==> config.mk <==
export PLATFORM = sky130hd
export DESIGN_NAME = pipe_ctl_stages_flat
export DESIGN_NICKNAME = d
export VERILOG_FILES = /design/src/rtl/pipe_ctl_stages_pkg.sv /design/src/rtl/pipe_ctl_stages_if.sv /design/src/rtl/pipe_ctl_stages_stage.sv /design/src/rtl/pipe_ctl_stages.sv /design/src/flat_wrapper.sv
export SDC_FILE = /design/constraint.sdc
export NUM_CORES = 1
export LEC_CHECK = 0
export ABC_AREA = 1
export CAP_MARGIN = 25
export CELL_PAD_IN_SITES_DETAIL_PLACEMENT = 1
export CELL_PAD_IN_SITES_GLOBAL_PLACEMENT = 2
export CORE_MARGIN = 3
export CORE_UTILIZATION = 23
export CTS_CLUSTER_DIAMETER = 100
export DETAILED_ROUTE_END_ITERATION = 8
export GPL_TIMING_DRIVEN = 0
export PLACE_DENSITY_LB_ADDON = 0.1
export SETUP_SLACK_MARGIN = 0.1
export SYNTH_ARGS = -nofsm -noshare
export SYNTH_HDL_FRONTEND = slang
export SYNTH_SLANG_ARGS = --single-unit
==> constraint.sdc <==
create_clock -name clock -period 0.9 [get_ports clock]
set_input_delay 0.135 -clock clock [delete_from_list [all_inputs] [get_ports clock]]
set_output_delay 0.135 -clock clock [all_outputs]
set_load 0.05 [all_outputs]
==> src/rtl/pipe_ctl_stages_pkg.sv <==
// Shared types for the D->E->M->W control pipeline.
// Optional statistics counters elsewhere are enabled by defining PIPE_STATS_EN.
package pipe_ctl_pkg;

  // ALU control width carried inside the control bundle
  localparam int CTL_ALUC_W = 4;

  // jal writes its return address here
  localparam logic [4:0] RA_REG = 5'd31;

  // Decoded control bundle that travels down the pipe
  typedef struct packed {
    logic                  wreg;
    logic                  m2reg;
    logic                  wmem;
    logic                  jal;
    logic                  aluimm;
    logic                  shift;
    logic [CTL_ALUC_W-1:0] aluc;
  } ctl_t;

  // Bubble / squashed slot: no side effects anywhere downstream
  localparam ctl_t CTL_NOP = '0;

endpackage

==> src/rtl/pipe_ctl_stages_if.sv <==
// Decode-side and datapath-side control signals of the pipeline control stages.
// The counter signals exist only when PIPE_STATS_EN is defined.
interface pipe_ctl_stages_if #(
  parameter int RN_W   = 5,
  parameter int ALUC_W = 4
`ifdef PIPE_STATS_EN
  , parameter int CNT_W = 32
`endif
);

  // D-stage controls from the decode control unit
  logic              dwreg;
  logic              dm2reg;
  logic              dwmem;
  logic              djal;
  logic              dregrt;
  logic [ALUC_W-1:0] daluc;
  logic              daluimm;
  logic              dshift;
  logic [RN_W-1:0]   drt;
  logic [RN_W-1:0]   drd;
  logic [1:0]        dpcsource;
  logic              wpcir;

  // E/M/W stage controls and hazard feedback
  logic              ewreg;
  logic              em2reg;
  logic              ewmem;
  logic              ejal;
  logic              ealuimm;
  logic              eshift;
  logic [ALUC_W-1:0] ealuc;
  logic [RN_W-1:0]   ern;
  logic              ebubble;
  logic              mwreg;
  logic              mm2reg;
  logic              mwmem;
  logic [RN_W-1:0]   mrn;
  logic              wwreg;
  logic              wm2reg;
  logic [RN_W-1:0]   wrn;
`ifdef PIPE_STATS_EN
  logic [CNT_W-1:0]  stall_cnt;
  logic [CNT_W-1:0]  squash_cnt;
`endif

  // Decode side: drives D controls, consumes stage state
  modport master (
    output dwreg, dm2reg, dwmem, djal, dregrt, daluc, daluimm, dshift,
           drt, drd, dpcsource, wpcir,
    input  ewreg, em2reg, ewmem, ejal, ealuimm, eshift, ealuc, ern, ebubble,
           mwreg, mm2reg, mwmem, mrn, wwreg, wm2reg, wrn
`ifdef PIPE_STATS_EN
    , input stall_cnt, squash_cnt
`endif
  );

  // Pipeline control block side
  modport slave (
    input  dwreg, dm2reg, dwmem, djal, dregrt, daluc, daluimm, dshift,
           drt, drd, dpcsource, wpcir,
    output ewreg, em2reg, ewmem, ejal, ealuimm, eshift, ealuc, ern, ebubble,
           mwreg, mm2reg, mwmem, mrn, wwreg, wm2reg, wrn
`ifdef PIPE_STATS_EN
    , output stall_cnt, squash_cnt
`endif
  );

endinterface

==> src/rtl/pipe_ctl_stages_stage.sv <==
// One pipeline register holding a control bundle and its destination register.
// A synchronous bubble loads the NOP bundle instead of the incoming one.
module pipe_ctl_stage
  import pipe_ctl_pkg::*;
#(
  parameter int RN_W = 5
) (
  input  logic            clock,
  input  logic            resetn,
  input  logic            bubble,
  input  ctl_t            d_ctl,
  input  logic [RN_W-1:0] d_rn,
  output ctl_t            q_ctl,
  output logic [RN_W-1:0] q_rn
);

  // Stage register: clear on reset, zero on bubble, otherwise advance
  always_ff @(posedge clock or negedge resetn) begin
    if (!resetn) begin
      q_ctl <= CTL_NOP;
      q_rn  <= '0;
    end else if (bubble) begin
      q_ctl <= CTL_NOP;
      q_rn  <= '0;
    end else begin
      q_ctl <= d_ctl;
      q_rn  <= d_rn;
    end
  end

endmodule

==> src/rtl/pipe_ctl_stages.sv <==
// Carries decoded controls from D through E, M and W and returns the hazard
// feedback used by decode. Define PIPE_STATS_EN to add stall/squash counters.
module pipe_ctl_stages
  import pipe_ctl_pkg::*;
#(
  parameter int RN_W = 5
`ifdef PIPE_STATS_EN
  , parameter int CNT_W = 32
`endif
) (
  input  logic              clock,
  input  logic              resetn,
  pipe_ctl_stages_if.slave  bus
);

  ctl_t            d_ctl, e_ctl, m_ctl, w_ctl;
  logic [RN_W-1:0] drn, ern, mrn, wrn;
  logic            ebubble_reg;

  // Bundle the D controls and pick the destination register
  always_comb begin
    d_ctl        = CTL_NOP;
    d_ctl.wreg   = bus.dwreg;
    d_ctl.m2reg  = bus.dm2reg;
    d_ctl.wmem   = bus.dwmem;
    d_ctl.jal    = bus.djal;
    d_ctl.aluimm = bus.daluimm;
    d_ctl.shift  = bus.dshift;
    d_ctl.aluc   = bus.daluc;
    drn          = bus.djal ? RN_W'(RA_REG) : (bus.dregrt ? bus.drt : bus.drd);
  end

  // E takes a bubble whenever decode is stalled on a load-use hazard
  pipe_ctl_stage #(.RN_W(RN_W)) u_e_stage (
    .clock(clock), .resetn(resetn), .bubble(~bus.wpcir),
    .d_ctl(d_ctl), .d_rn(drn), .q_ctl(e_ctl), .q_rn(ern)
  );

  pipe_ctl_stage #(.RN_W(RN_W)) u_m_stage (
    .clock(clock), .resetn(resetn), .bubble(1'b0),
    .d_ctl(e_ctl), .d_rn(ern), .q_ctl(m_ctl), .q_rn(mrn)
  );

  pipe_ctl_stage #(.RN_W(RN_W)) u_w_stage (
    .clock(clock), .resetn(resetn), .bubble(1'b0),
    .d_ctl(m_ctl), .d_rn(mrn), .q_ctl(w_ctl), .q_rn(wrn)
  );

  // Flag the slot after a taken transfer; a stall cycle never sets it
  always_ff @(posedge clock or negedge resetn) begin
    if (!resetn) ebubble_reg <= 1'b0;
    else         ebubble_reg <= bus.wpcir & (bus.dpcsource != 2'b00);
  end

  // Fields that only matter in E are dropped by synthesis past that stage
  logic unused_ctl;
  assign unused_ctl = ^{m_ctl.jal, m_ctl.aluimm, m_ctl.shift, m_ctl.aluc,
                        w_ctl.wmem, w_ctl.jal, w_ctl.aluimm, w_ctl.shift, w_ctl.aluc};

  assign bus.ewreg   = e_ctl.wreg;
  assign bus.em2reg  = e_ctl.m2reg;
  assign bus.ewmem   = e_ctl.wmem;
  assign bus.ejal    = e_ctl.jal;
  assign bus.ealuimm = e_ctl.aluimm;
  assign bus.eshift  = e_ctl.shift;
  assign bus.ealuc   = e_ctl.aluc;
  assign bus.ern     = ern;
  assign bus.ebubble = ebubble_reg;
  assign bus.mwreg   = m_ctl.wreg;
  assign bus.mm2reg  = m_ctl.m2reg;
  assign bus.mwmem   = m_ctl.wmem;
  assign bus.mrn     = mrn;
  assign bus.wwreg   = w_ctl.wreg;
  assign bus.wm2reg  = w_ctl.m2reg;
  assign bus.wrn     = wrn;

`ifdef PIPE_STATS_EN
  logic [CNT_W-1:0] stall_cnt_reg, squash_cnt_reg;

  // Count stalled cycles and squashed slots; both wrap naturally
  always_ff @(posedge clock or negedge resetn) begin
    if (!resetn) begin
      stall_cnt_reg  <= '0;
      squash_cnt_reg <= '0;
    end else begin
      if (!bus.wpcir)  stall_cnt_reg  <= stall_cnt_reg + 1'b1;
      if (ebubble_reg) squash_cnt_reg <= squash_cnt_reg + 1'b1;
    end
  end

  assign bus.stall_cnt  = stall_cnt_reg;
  assign bus.squash_cnt = squash_cnt_reg;
`endif

endmodule

==> src/flat_wrapper.sv <==
// flat-port wrapper written by rule: the top's interface ports become plain ports
module pipe_ctl_stages_flat import pipe_ctl_pkg::*;
#(
  parameter int RN_W = 5

)
  (clock, resetn, bus_dwreg, bus_dm2reg, bus_dwmem, bus_djal, bus_dregrt, bus_daluc, bus_daluimm, bus_dshift, bus_drt, bus_drd, bus_dpcsource, bus_wpcir, bus_ewreg, bus_em2reg, bus_ewmem, bus_ejal, bus_ealuimm, bus_eshift, bus_ealuc, bus_ern, bus_ebubble, bus_mwreg, bus_mm2reg, bus_mwmem, bus_mrn, bus_wwreg, bus_wm2reg, bus_wrn);
  pipe_ctl_stages_if #(.RN_W(RN_W)) bus_i ();
  input  logic clock;
  input  logic resetn;
  input wire logic [$bits(bus_i.dwreg)-1:0] bus_dwreg;
  input wire logic [$bits(bus_i.dm2reg)-1:0] bus_dm2reg;
  input wire logic [$bits(bus_i.dwmem)-1:0] bus_dwmem;
  input wire logic [$bits(bus_i.djal)-1:0] bus_djal;
  input wire logic [$bits(bus_i.dregrt)-1:0] bus_dregrt;
  input wire logic [$bits(bus_i.daluc)-1:0] bus_daluc;
  input wire logic [$bits(bus_i.daluimm)-1:0] bus_daluimm;
  input wire logic [$bits(bus_i.dshift)-1:0] bus_dshift;
  input wire logic [$bits(bus_i.drt)-1:0] bus_drt;
  input wire logic [$bits(bus_i.drd)-1:0] bus_drd;
  input wire logic [$bits(bus_i.dpcsource)-1:0] bus_dpcsource;
  input wire logic [$bits(bus_i.wpcir)-1:0] bus_wpcir;
  output wire logic [$bits(bus_i.ewreg)-1:0] bus_ewreg;
  output wire logic [$bits(bus_i.em2reg)-1:0] bus_em2reg;
  output wire logic [$bits(bus_i.ewmem)-1:0] bus_ewmem;
  output wire logic [$bits(bus_i.ejal)-1:0] bus_ejal;
  output wire logic [$bits(bus_i.ealuimm)-1:0] bus_ealuimm;
  output wire logic [$bits(bus_i.eshift)-1:0] bus_eshift;
  output wire logic [$bits(bus_i.ealuc)-1:0] bus_ealuc;
  output wire logic [$bits(bus_i.ern)-1:0] bus_ern;
  output wire logic [$bits(bus_i.ebubble)-1:0] bus_ebubble;
  output wire logic [$bits(bus_i.mwreg)-1:0] bus_mwreg;
  output wire logic [$bits(bus_i.mm2reg)-1:0] bus_mm2reg;
  output wire logic [$bits(bus_i.mwmem)-1:0] bus_mwmem;
  output wire logic [$bits(bus_i.mrn)-1:0] bus_mrn;
  output wire logic [$bits(bus_i.wwreg)-1:0] bus_wwreg;
  output wire logic [$bits(bus_i.wm2reg)-1:0] bus_wm2reg;
  output wire logic [$bits(bus_i.wrn)-1:0] bus_wrn;
  assign bus_i.dwreg = bus_dwreg;
  assign bus_i.dm2reg = bus_dm2reg;
  assign bus_i.dwmem = bus_dwmem;
  assign bus_i.djal = bus_djal;
  assign bus_i.dregrt = bus_dregrt;
  assign bus_i.daluc = bus_daluc;
  assign bus_i.daluimm = bus_daluimm;
  assign bus_i.dshift = bus_dshift;
  assign bus_i.drt = bus_drt;
  assign bus_i.drd = bus_drd;
  assign bus_i.dpcsource = bus_dpcsource;
  assign bus_i.wpcir = bus_wpcir;
  assign bus_ewreg = bus_i.ewreg;
  assign bus_em2reg = bus_i.em2reg;
  assign bus_ewmem = bus_i.ewmem;
  assign bus_ejal = bus_i.ejal;
  assign bus_ealuimm = bus_i.ealuimm;
  assign bus_eshift = bus_i.eshift;
  assign bus_ealuc = bus_i.ealuc;
  assign bus_ern = bus_i.ern;
  assign bus_ebubble = bus_i.ebubble;
  assign bus_mwreg = bus_i.mwreg;
  assign bus_mm2reg = bus_i.mm2reg;
  assign bus_mwmem = bus_i.mwmem;
  assign bus_mrn = bus_i.mrn;
  assign bus_wwreg = bus_i.wwreg;
  assign bus_wm2reg = bus_i.wm2reg;
  assign bus_wrn = bus_i.wrn;
  pipe_ctl_stages #(.RN_W(RN_W)) u_core (.clock(clock), .resetn(resetn), .bus(bus_i));
endmodule
==> impl_results.md <==
- CTS tree: built
- Critical path fanouts, max: 2
- Initial Utilization: 24.3%
- Nets@finish: 180
- GPL Wtd Cong: 0.707
- Residual DRC count: 0
- Routed length per instance: 11.4 µm
- Leak: 0.959 nW
- Final min period: 0.974 ns
- GRT Residual Overflow: 0
- Worst Path Arrival: 0.84 ns
- Skew final: 0.00290 ns
- Num CTS Buffers: 5
- N_diodes: 0
- Fin Hold WS: 0.0559 ns
- Seq pwr share: 46.6%
- Layout cell share with drive strength beyond 1: 30.3%
- 1st-pass router iterations: 2
- #FFs+latches synth: 31
- Critical path required time: 0.76 ns
- Largest register FFs: 10
- Pin count of the biggest net entering global routing: 19
- # hold bufs at CTS: 0
- Post-route cell area: 0.00178 mm²
- Clock slew at reported path FFs: 0.06 ns
- Critical path buffers and inverters: 1
- Total Power: 3.28 mW
- Final-report setup violation count: 31
- Combinational fraction of design power: 22.5%
- Syn_area_per_cell: 11.4 µm²
- Area Growth Syn to Fin: 78.6%
- Distinct cells, synth: 6
- Die Wd: 71.8 µm
- 1st-iter DRT viols: 32
- IO Port Bufs: 55
- Tcrit/Tclk final: 108%
- # H-tree levels: 2
- Worst-Margin Slew: 0.801 ns
- Crit path max-delay family: flip-flops
- CP Class: register to primary output
- IO Pins: 57
- Slew Viols, Final: 0
- Placed cells: 193
- Die Ht: 71.8 µm
- CTS sink cnt: 31
- Number of synthesis warnings: 0
- Slowest cell delay on critical path: 0.40 ns
- Max VDD drop: 470 µV
- Largest reg by FF count: u_core.u_e_stage.q_ctl
- Post-synthesis sequential area ratio: 78.0%
- Number of global-route vias before repair: 815
- Sw frac: 29.6%
- First-pass GRT wire length: 3.72 mm
- Number of max-cap violations: 0
- Clk root buf: clkbuf_8
- Failing checks: negative setup slack
- Vias per inst: 3.74
- DR vias: 767
- Max Freq: 1030 MHz
- Hold/Removal Path Class: primary input to asynchronous set/reset pin
- Synth Instances: 87
- Final worst setup slack: -0.0742 ns
- Final Hold Viols: 0
- Slew margin rel.: 46.6%
- Core area: 0.00409 mm²
- Final instance count without filler cells: 205
- Cell Area, Placed: 0.00162 mm²
- DP Wirelength: 1.85 mm
- Antenna violations before repair: 0
- Synth Cell Area: 995 µm²
- P_int: 2.31 mW
- Psw: 0.971 mW
- CP endpoint kind: primary output
- Tot GR Track Use: 9.69%
- Total Routed Length: 2.33 mm
- Final ANT Viol Nets: 0
- Crit path max-delay cell type: dfrtp_1
- Clk_lat worst skew: 0.27 ns
- RSZ-0062 raised after global routing: true
- Power share of the clock group: 30.9%
- Clock tree buffer depth: 2
- Die area: 0.00515 mm²
- Outcome: finished, violations left
- Cells along the critical path: buf_6
- Crit start category: register
- Pwr dens: 1840 mW/mm²
- Syn Nets: 113
- Site Rows: 23
[stage by stage]
step / TNS, ns / utilization (%) / worst slack [ns]
floorplan: 0 / - / 0.140
global placement: -38.06 / 39.3 / -0.820
detailed placement: -23.18 / 39.7 / -0.394
CTS: -2.05 / 43.2 / -0.0954
global route: -2.50 / 43.5 / -0.113
finish: -1.42 / 43.5 / -0.0742
[kinds of logic after synthesis]
| logic type | count (synthesis) | synth area share, % |
|---|---|---|
| DFF | 31 | 78.0 |
| and+or+nand+nor | 37 | 14.0 |
| buffers and inverters | 19 | 8.05 |
[path summary, 6_finish.rpt]
kind,slack [ns],start,cells after the start,to
worst max-delay path,-0.07,u_core.u_m_stage.q_rn[4],1,bus_mrn[4]
worst min-delay path,0.06,resetn,1,u_core.u_w_stage.q_rn[3]
worst max register to register,0.16,u_core.u_m_stage.q_ctl[8],2,u_core.u_w_stage.q_ctl[8]
worst min register to register,0.39,u_core.u_e_stage.q_rn[0],0,u_core.u_m_stage.q_rn[0]
max in group asynchronous,0.28,resetn,2,u_core.u_e_stage.q_ctl[2]
min in group clock,0.18,bus_dregrt,4,u_core.u_e_stage.q_rn[1]
[synth_stat cells, drive strengths merged]
cell	instances	area, µm²
inv	17	63.8
nor2	17	63.8
nand2	20	75.1
buf	2	16.3
dfrtp	31	776
[power groups by stage]
stage	Combinational [mW]	Sequential [mW]	Clock, mW
2_1_floorplan	0.0689	1.84	0
3_3_place_gp	0.696	1.53	0
3_5_place_dp	0.710	1.54	0
4_1_cts	0.744	1.53	1.07
5_1_grt	0.775	1.54	1.12
6_report	0.736	1.53	1.01
[layout by cell type, fill, tap and decap left out, drive strengths merged]
| cell | instances |
|---|---|
| buf | 37 |
| dfrtp | 31 |
| clkdlybuf4s50 | 23 |
| nand2 | 20 |
| nor2 | 17 |
| inv | 17 |
| clkbuf | 6 |
| clkinv | 3 |
| dlygate4sd2 | 1 |
[area by class of cell]
type                    count  area, µm²
fillers                   442       2310
flip-flops and latches     31        776
repair buffers             60        633
multi-input cells          37        139
clock buffers               5       68.8
inverters                  17       63.8
well taps                  50       62.6
plain buffers               2       18.8
clock inverters             3       15.0
[routing by layer]
layer	wire, µm	track usage (%)	share of wire [%]
met4	45	5.64	1.9
met1	850	9.79	37
met2	1230	16.4	53
met5	0	0	0
met3	200	4.35	8.6
[repair_timing]
action / 4_1_cts / 5_1_grt
buffers inserted: 3 / 1
resized for setup: 218 / 2
setup endpoints to repair: 62 / 41
Note: power is estimated with default switching activity, not from simulation.
